<file path="src/rtl/fetch_stage.sv">
// rtl/fetch_stage.sv - MIPS instruction-fetch stage: PC, single-outstanding imem requests, IF/ID register
// Optional FETCH_PERF_EN adds saturating fetch/flush counters.
module fetch_stage #(
  parameter int                  PC_WIDTH = 32,
  parameter int                  IWIDTH   = 32,
  parameter logic [PC_WIDTH-1:0] RESET_PC = '0
) (
  input  logic                f_i_clk,
  input  logic                f_i_rst_n,
  output logic                f_o_imem_req,
  output logic [PC_WIDTH-1:0] f_o_imem_addr,
  input  logic                f_i_imem_ack,
  input  logic                f_i_imem_rvalid,
  input  logic [IWIDTH-1:0]   f_i_imem_rdata,
  input  logic                f_i_stall,
  input  logic                f_i_redirect,
  input  logic [PC_WIDTH-1:0] f_i_redirect_pc,
  output logic [IWIDTH-1:0]   f_o_instr,
  output logic                f_o_ce,
  output logic [PC_WIDTH-1:0] f_o_pc_plus4
`ifdef FETCH_PERF_EN
  ,
  output logic [31:0]         f_o_fetch_cnt,
  output logic [31:0]         f_o_flush_cnt
`endif
);

  typedef enum logic [2:0] {S_IDLE, S_REQ, S_WAIT, S_HOLD, S_DROP} state_t;

  localparam logic [PC_WIDTH-1:0] PC_STEP    = PC_WIDTH'(4);
  localparam logic [PC_WIDTH-1:0] ALIGN_MASK = ~PC_WIDTH'(3);

  state_t                state_q, state_d;
  logic [PC_WIDTH-1:0]   pc_q, pc_d, pc_plus4_q, pc_plus4_d, pc_inc;
  logic [IWIDTH-1:0]     instr_q, instr_d, buf_q, buf_d, load_data;
  logic                  ce_q, ce_d, load;

  assign pc_inc = pc_q + PC_STEP;

  always_ff @(posedge f_i_clk or negedge f_i_rst_n) begin
    if (!f_i_rst_n) begin
      state_q    <= S_IDLE;
      pc_q       <= RESET_PC;
      pc_plus4_q <= '0;
      instr_q    <= '0;
      buf_q      <= '0;
      ce_q       <= 1'b0;
    end else begin
      state_q    <= state_d;
      pc_q       <= pc_d;
      pc_plus4_q <= pc_plus4_d;
      instr_q    <= instr_d;
      buf_q      <= buf_d;
      ce_q       <= ce_d;
    end
  end

  always_comb begin
    state_d    = state_q;
    pc_d       = pc_q;
    pc_plus4_d = pc_plus4_q;
    instr_d    = instr_q;
    buf_d      = buf_q;
    ce_d       = ce_q;
    load       = 1'b0;
    load_data  = f_i_imem_rdata;
    if (f_i_redirect) begin
      // Redirect wins over stall; any in-flight response becomes stale.
      pc_d    = f_i_redirect_pc & ALIGN_MASK;
      ce_d    = 1'b0;
      instr_d = '0;
      case (state_q)
        S_REQ:   state_d = f_i_imem_ack ? S_DROP : S_REQ;
        S_WAIT:  state_d = f_i_imem_rvalid ? S_REQ : S_DROP;
        S_DROP:  state_d = f_i_imem_rvalid ? S_REQ : S_DROP;
        default: state_d = S_REQ;
      endcase
    end else begin
      if (!f_i_stall) ce_d = 1'b0;
      case (state_q)
        S_IDLE: state_d = S_REQ;
        S_REQ:  if (f_i_imem_ack) state_d = S_WAIT;
        S_WAIT: begin
          if (f_i_imem_rvalid) begin
            if (!f_i_stall) begin
              load    = 1'b1;
              state_d = S_REQ;
            end else begin
              buf_d   = f_i_imem_rdata;
              state_d = S_HOLD;
            end
          end
        end
        S_HOLD: begin
          if (!f_i_stall) begin
            load      = 1'b1;
            load_data = buf_q;
            state_d   = S_REQ;
          end
        end
        S_DROP:  if (f_i_imem_rvalid) state_d = S_REQ;
        default: state_d = S_IDLE;
      endcase
      if (load) begin
        instr_d    = load_data;
        ce_d       = 1'b1;
        pc_plus4_d = pc_inc;
        pc_d       = pc_inc;
      end
    end
  end

  assign f_o_imem_req  = (state_q == S_REQ);
  assign f_o_imem_addr = pc_q;
  assign f_o_instr     = instr_q;
  assign f_o_ce        = ce_q;
  assign f_o_pc_plus4  = pc_plus4_q;

`ifdef FETCH_PERF_EN
  logic [31:0] fetch_cnt_q, flush_cnt_q;

  always_ff @(posedge f_i_clk or negedge f_i_rst_n) begin
    if (!f_i_rst_n) begin
      fetch_cnt_q <= '0;
      flush_cnt_q <= '0;
    end else begin
      if (load && (fetch_cnt_q != 32'hFFFF_FFFF)) fetch_cnt_q <= fetch_cnt_q + 32'd1;
      if (f_i_redirect && (flush_cnt_q != 32'hFFFF_FFFF)) flush_cnt_q <= flush_cnt_q + 32'd1;
    end
  end

  assign f_o_fetch_cnt = fetch_cnt_q;
  assign f_o_flush_cnt = flush_cnt_q;
`endif

endmodule
</file>
<file path="config.mk">
export PLATFORM = sky130hd
export DESIGN_NAME = fetch_stage
export DESIGN_NICKNAME = d
export VERILOG_FILES = /design/src/rtl/fetch_stage.sv
export SDC_FILE = /design/constraint.sdc
export NUM_CORES = 1
export LEC_CHECK = 0
export BUFFER_PORTS_ARGS = -buffer_cell sky130_fd_sc_hd__buf_2
export CORE_ASPECT_RATIO = 1.75
export CORE_MARGIN = 5
export CORE_UTILIZATION = 57
export CTS_CLUSTER_DIAMETER = 40
export CTS_CLUSTER_SIZE = 25
export DETAILED_ROUTE_END_ITERATION = 8
export GPL_TIMING_DRIVEN = 0
export PLACE_DENSITY = 0.84
export SETUP_SLACK_MARGIN = 0.02
export SYNTH_ARGS = -nofsm -noshare
export SYNTH_HDL_FRONTEND = slang
export SYNTH_SLANG_ARGS = --single-unit
</file>
<file path="constraint.sdc">
create_clock -name f_i_clk -period 5.2 [get_ports f_i_clk]
set_input_delay 0 -clock f_i_clk [delete_from_list [all_inputs] [get_ports f_i_clk]]
set_output_delay 0 -clock f_i_clk [all_outputs]
set_load 0.01 [all_outputs]
</file>
==> impl_results.md <==
- Placed cells: 886
- Dominant cell type by area after synthesis: dfrtp_1
- Synth unique cells: 41
- Combinational share of power: 24.6%
- Reg power frac: 41.8%
- Area of the multi-input gates: 2810 um2
- Core box area: 10700 um2
- # nets final: 912
- Clock Power Share: 33.6%
- DR WL met2: 10200 um
- DR DRC count: 0
- Cells after synthesis: 592
- TritonCTS buffer count: 17
- Gr usage total: 29.1%
- Iteration-0 DRC count of the detailed router: 222
- Worst slack, placed: 2810 ps
- RSZ-0062 raised after global routing: no
- CP Capture Type: flop
- Period utilization: 48.4%
- LEAKAGE: 0.00387 uW
- Gr ovfl total: 0
- Antenna cells: 0
- Net Sw Frac: 31.3%
- Setup TNS: 0 ps
- CP cell instances: nand2b_1, nor2_1, buf_2, buf_1, a211oi_1
- Met1 wire length: 6240 um
- CTS tree: yes
- End of the critical path: f_o_instr[5]
- First-pass GRT wire length: 29700 um
- Max-slew violation count: 0
- Max-cap viol count: 0
- Synthesized cell area: 6230 um2
- Critical path class: flop to flop
- Final WL: 18300 um
- Worst ir drop on vdd: 301 uV
- Clock sinks: 128
- Finished Layout Cells: 984
- Metal3 WL: 1020 um
- Die X: 89.0 um
- Sequential fraction of the synthesis area: 51.4%
- FF-to-FF End: f_o_instr[5]
- Worst Path Max Fanout: 10
- Port Buf Inserts: 160
- Crit path time final: 2510 ps
- H-tree levels: 4
- Initial core utilization: 58.2%
- Synth Flop Type: dfrtp_1
- Placement Cell Area: 7240 um2
- Area Overhead vs Synth: 36.1%
- Setup Skew: 6.60 ps
- Site Rows: 50
- Sequential Area: 3200 um2
- Post-DP HPWL: 12800 um
- Filler instances: 642
- Vias: 5523
- Fmax achieved: 398 MHz
- Vias in the first global route: 6111
- Ys Warns: 0
- Setup crit start kind: flop
- Top cell type's share of synthesized area: 51.4%
- Post-route ant nets: 0
- Top cells by area, synth: dfrtp_1 (51%), mux2_2 (5.8%), mux2i_1 (5.3%)
- Final instance area: 8480 um2
- Hold Fails Final Rpt: 0
- Die ar.: 13200 um2
- Routed wire per std cell: 18.6 um
- RR Startpoint: state_q[2]
- Worst path required time: 5460 ps
- DRT Pass-1 Iters: 5
- Gp weighted congestion: 0.884
- Initial antenna violation count: 0
- Fraction of registers with async set/reset: 100%
- Slew headroom: 56.0%
- Clock Pin Slew Worst Setup and Hold Paths: 60 ps
- Largest net degree at the start of global routing: 77
- Critical path's slowest cell: nor2_1
- Power per cell area: 409 nW/um2
- Share of post-route cells with drive strength above 1: 30.7%
- Status: finished, final reports clean
- Slew @ Worst Pin: 658 ps
- Worst-Skew Late Latency: 410 ps
- Largest stage delay, worst path: 580 ps
- Highest metal layer with signal wires: met4
- Final setup fails: 0
- HP Class: input port to asynchronous set/reset pin
- FF-to-FF path depth: 5
- CTS resizes: 0
- CTS root buf: clkbuf_16
- Net Sw Power: 1090 uW
- Total internal power: 2380 uW
- EDFF count, synth: 0
- Bufs on Longest Clock Path: 2
- Avg Cell Area, Syn: 10.5 um2
- PnR worst setup slack: 2690 ps
- Critical path data arrival time: 2770 ps
- Vias per cell: 5.61
- R2r setup slk: 2690 ps
- Register bit total from synthesis: 128
- Die height: 148 um
- Critical path startpoint: state_q[2]
- IO Count: 168
[cells in the mapped netlist, types with 2 or more instances]
master and number:
nor4_2 5, or3_1 2, xnor2_1 29, nand3_1 11
o21ai_0 11, inv_1 3, nor2_1 43, dfrtp_1 128
buf_2 9, nor4_4 2, buf_1 2, nor3_1 3
buf_4 8, mux2_2 32, nor3_2 8, mux2i_1 33
o221ai_1 2, a21oi_1 3, and3_1 7, nand3_2 2
and4_1 4, nand2_1 83, xor2_1 26, o21ai_1 47
and2_1 3, nor3b_1 2, a211oi_1 33, clkbuf_1 25
nand4_1 14
[critical path, delay by kind of cell, from the launching register on]
kind,cells,cell delay (ps)
compound gates,1,180
buf+inv,2,860
flops,1,430
simple gates,2,880
[final cells by class]
| cell class | count | share of cell area, % |
|---|---|---|
| inverter | 3 | 0.133 |
| tap | 130 | 1.92 |
| timing repair buffer | 227 | 17.6 |
| sequential | 128 | 37.8 |
| buffer | 45 | 2.57 |
| clock inverter | 13 | 1.64 |
| clock buffer | 19 | 5.22 |
| multi-input combinational | 419 | 33.1 |
[metal layers]
layer	vias up	track usage, %
met3	72	5.93
li1	2543	-
met4	0	17.2
met1	2662	30.6
met2	246	51.9
met5	-	0
[power groups by stage]
| stage | registers, uW | logic, uW | clock network [uW] |
|---|---|---|---|
| final | 1450 | 853 | 1170 |
| after detailed placement | 1460 | 808 | 0 |
| after global routing | 1480 | 941 | 1230 |
| after floorplan | 1510 | 393 | 0 |
| after global placement | 1440 | 775 | 0 |
| after CTS | 1440 | 852 | 1180 |
[cell usage in the layout (no fill, tap or decap), drive strengths merged, types with 3 or more instances in the layout]
master	instances
a211oi	33
a21oi	3
and2	3
and3	7
and4	4
buf	181
clkbuf	44
clkinv	8
conb	4
dfrtp	128
dlygate4sd3	66
inv	4
mux2	32
mux2i	33
nand2	83
nand3	13
nand4	14
nor2	43
nor3	11
nor4	7
o21ai	58
or3	3
xnor2	29
xor2	26
[kinds of logic (layout without fill, tap and decap cells)]
| logic type | Yosys count | after routing | synth area share (%) |
|---|---|---|---|
| buf+inv | 48 | 307 | 3.68 |
| xor+xnor | 55 | 55 | 7.73 |
| mux | 65 | 65 | 11.1 |
| fa+ha+maj | 1 | 1 | 0.201 |
| other cells | 1 | 4 | 0.0602 |
| flops | 128 | 128 | 51.4 |
| simple gates | 197 | 197 | 16.5 |
| compound gates | 97 | 97 | 9.28 |
[sequential cells by signal (all words and copies together) (netlist names)]
signal         flops
f_o_instr         32
f_o_ce             1
f_o_imem_addr     30
state_q            3
f_o_pc_plus4      30
buf_q             32
[timing repair]
action                                  CTS  global route
endpoints found under the hold margin   149             0
hold buffers                             66             0
endpoints found under the setup margin    0             0
buffers inserted                          0             0
[how the worst min path moves through the flow]
stage	from	endpoint	slack, ps	cells after the start
floorplan	f_i_rst_n	buf_q[0]	-300	0
global placement	f_i_redirect_pc[14]	f_o_imem_addr[14]	220	3
detailed placement	f_i_rst_n	f_o_pc_plus4[11]	-10	1
CTS	f_i_rst_n	f_o_pc_plus4[11]	120	2
global route	f_i_rst_n	f_o_pc_plus4[11]	150	2
finish	f_i_rst_n	f_o_pc_plus4[8]	120	2
[metrics by stage]
step | utilization [%] | total power, uW | hold WS [ps]
global route | 79.3 | 3650 | 154
CTS | 79.3 | 3470 | 116
global placement | 67.3 | 2210 | 216
floorplan | - | 1900 | -296
detailed placement | 67.7 | 2270 | -14.7
finish | 79.3 | 3470 | 117
Note: power is estimated with default switching activity, not from simulation.
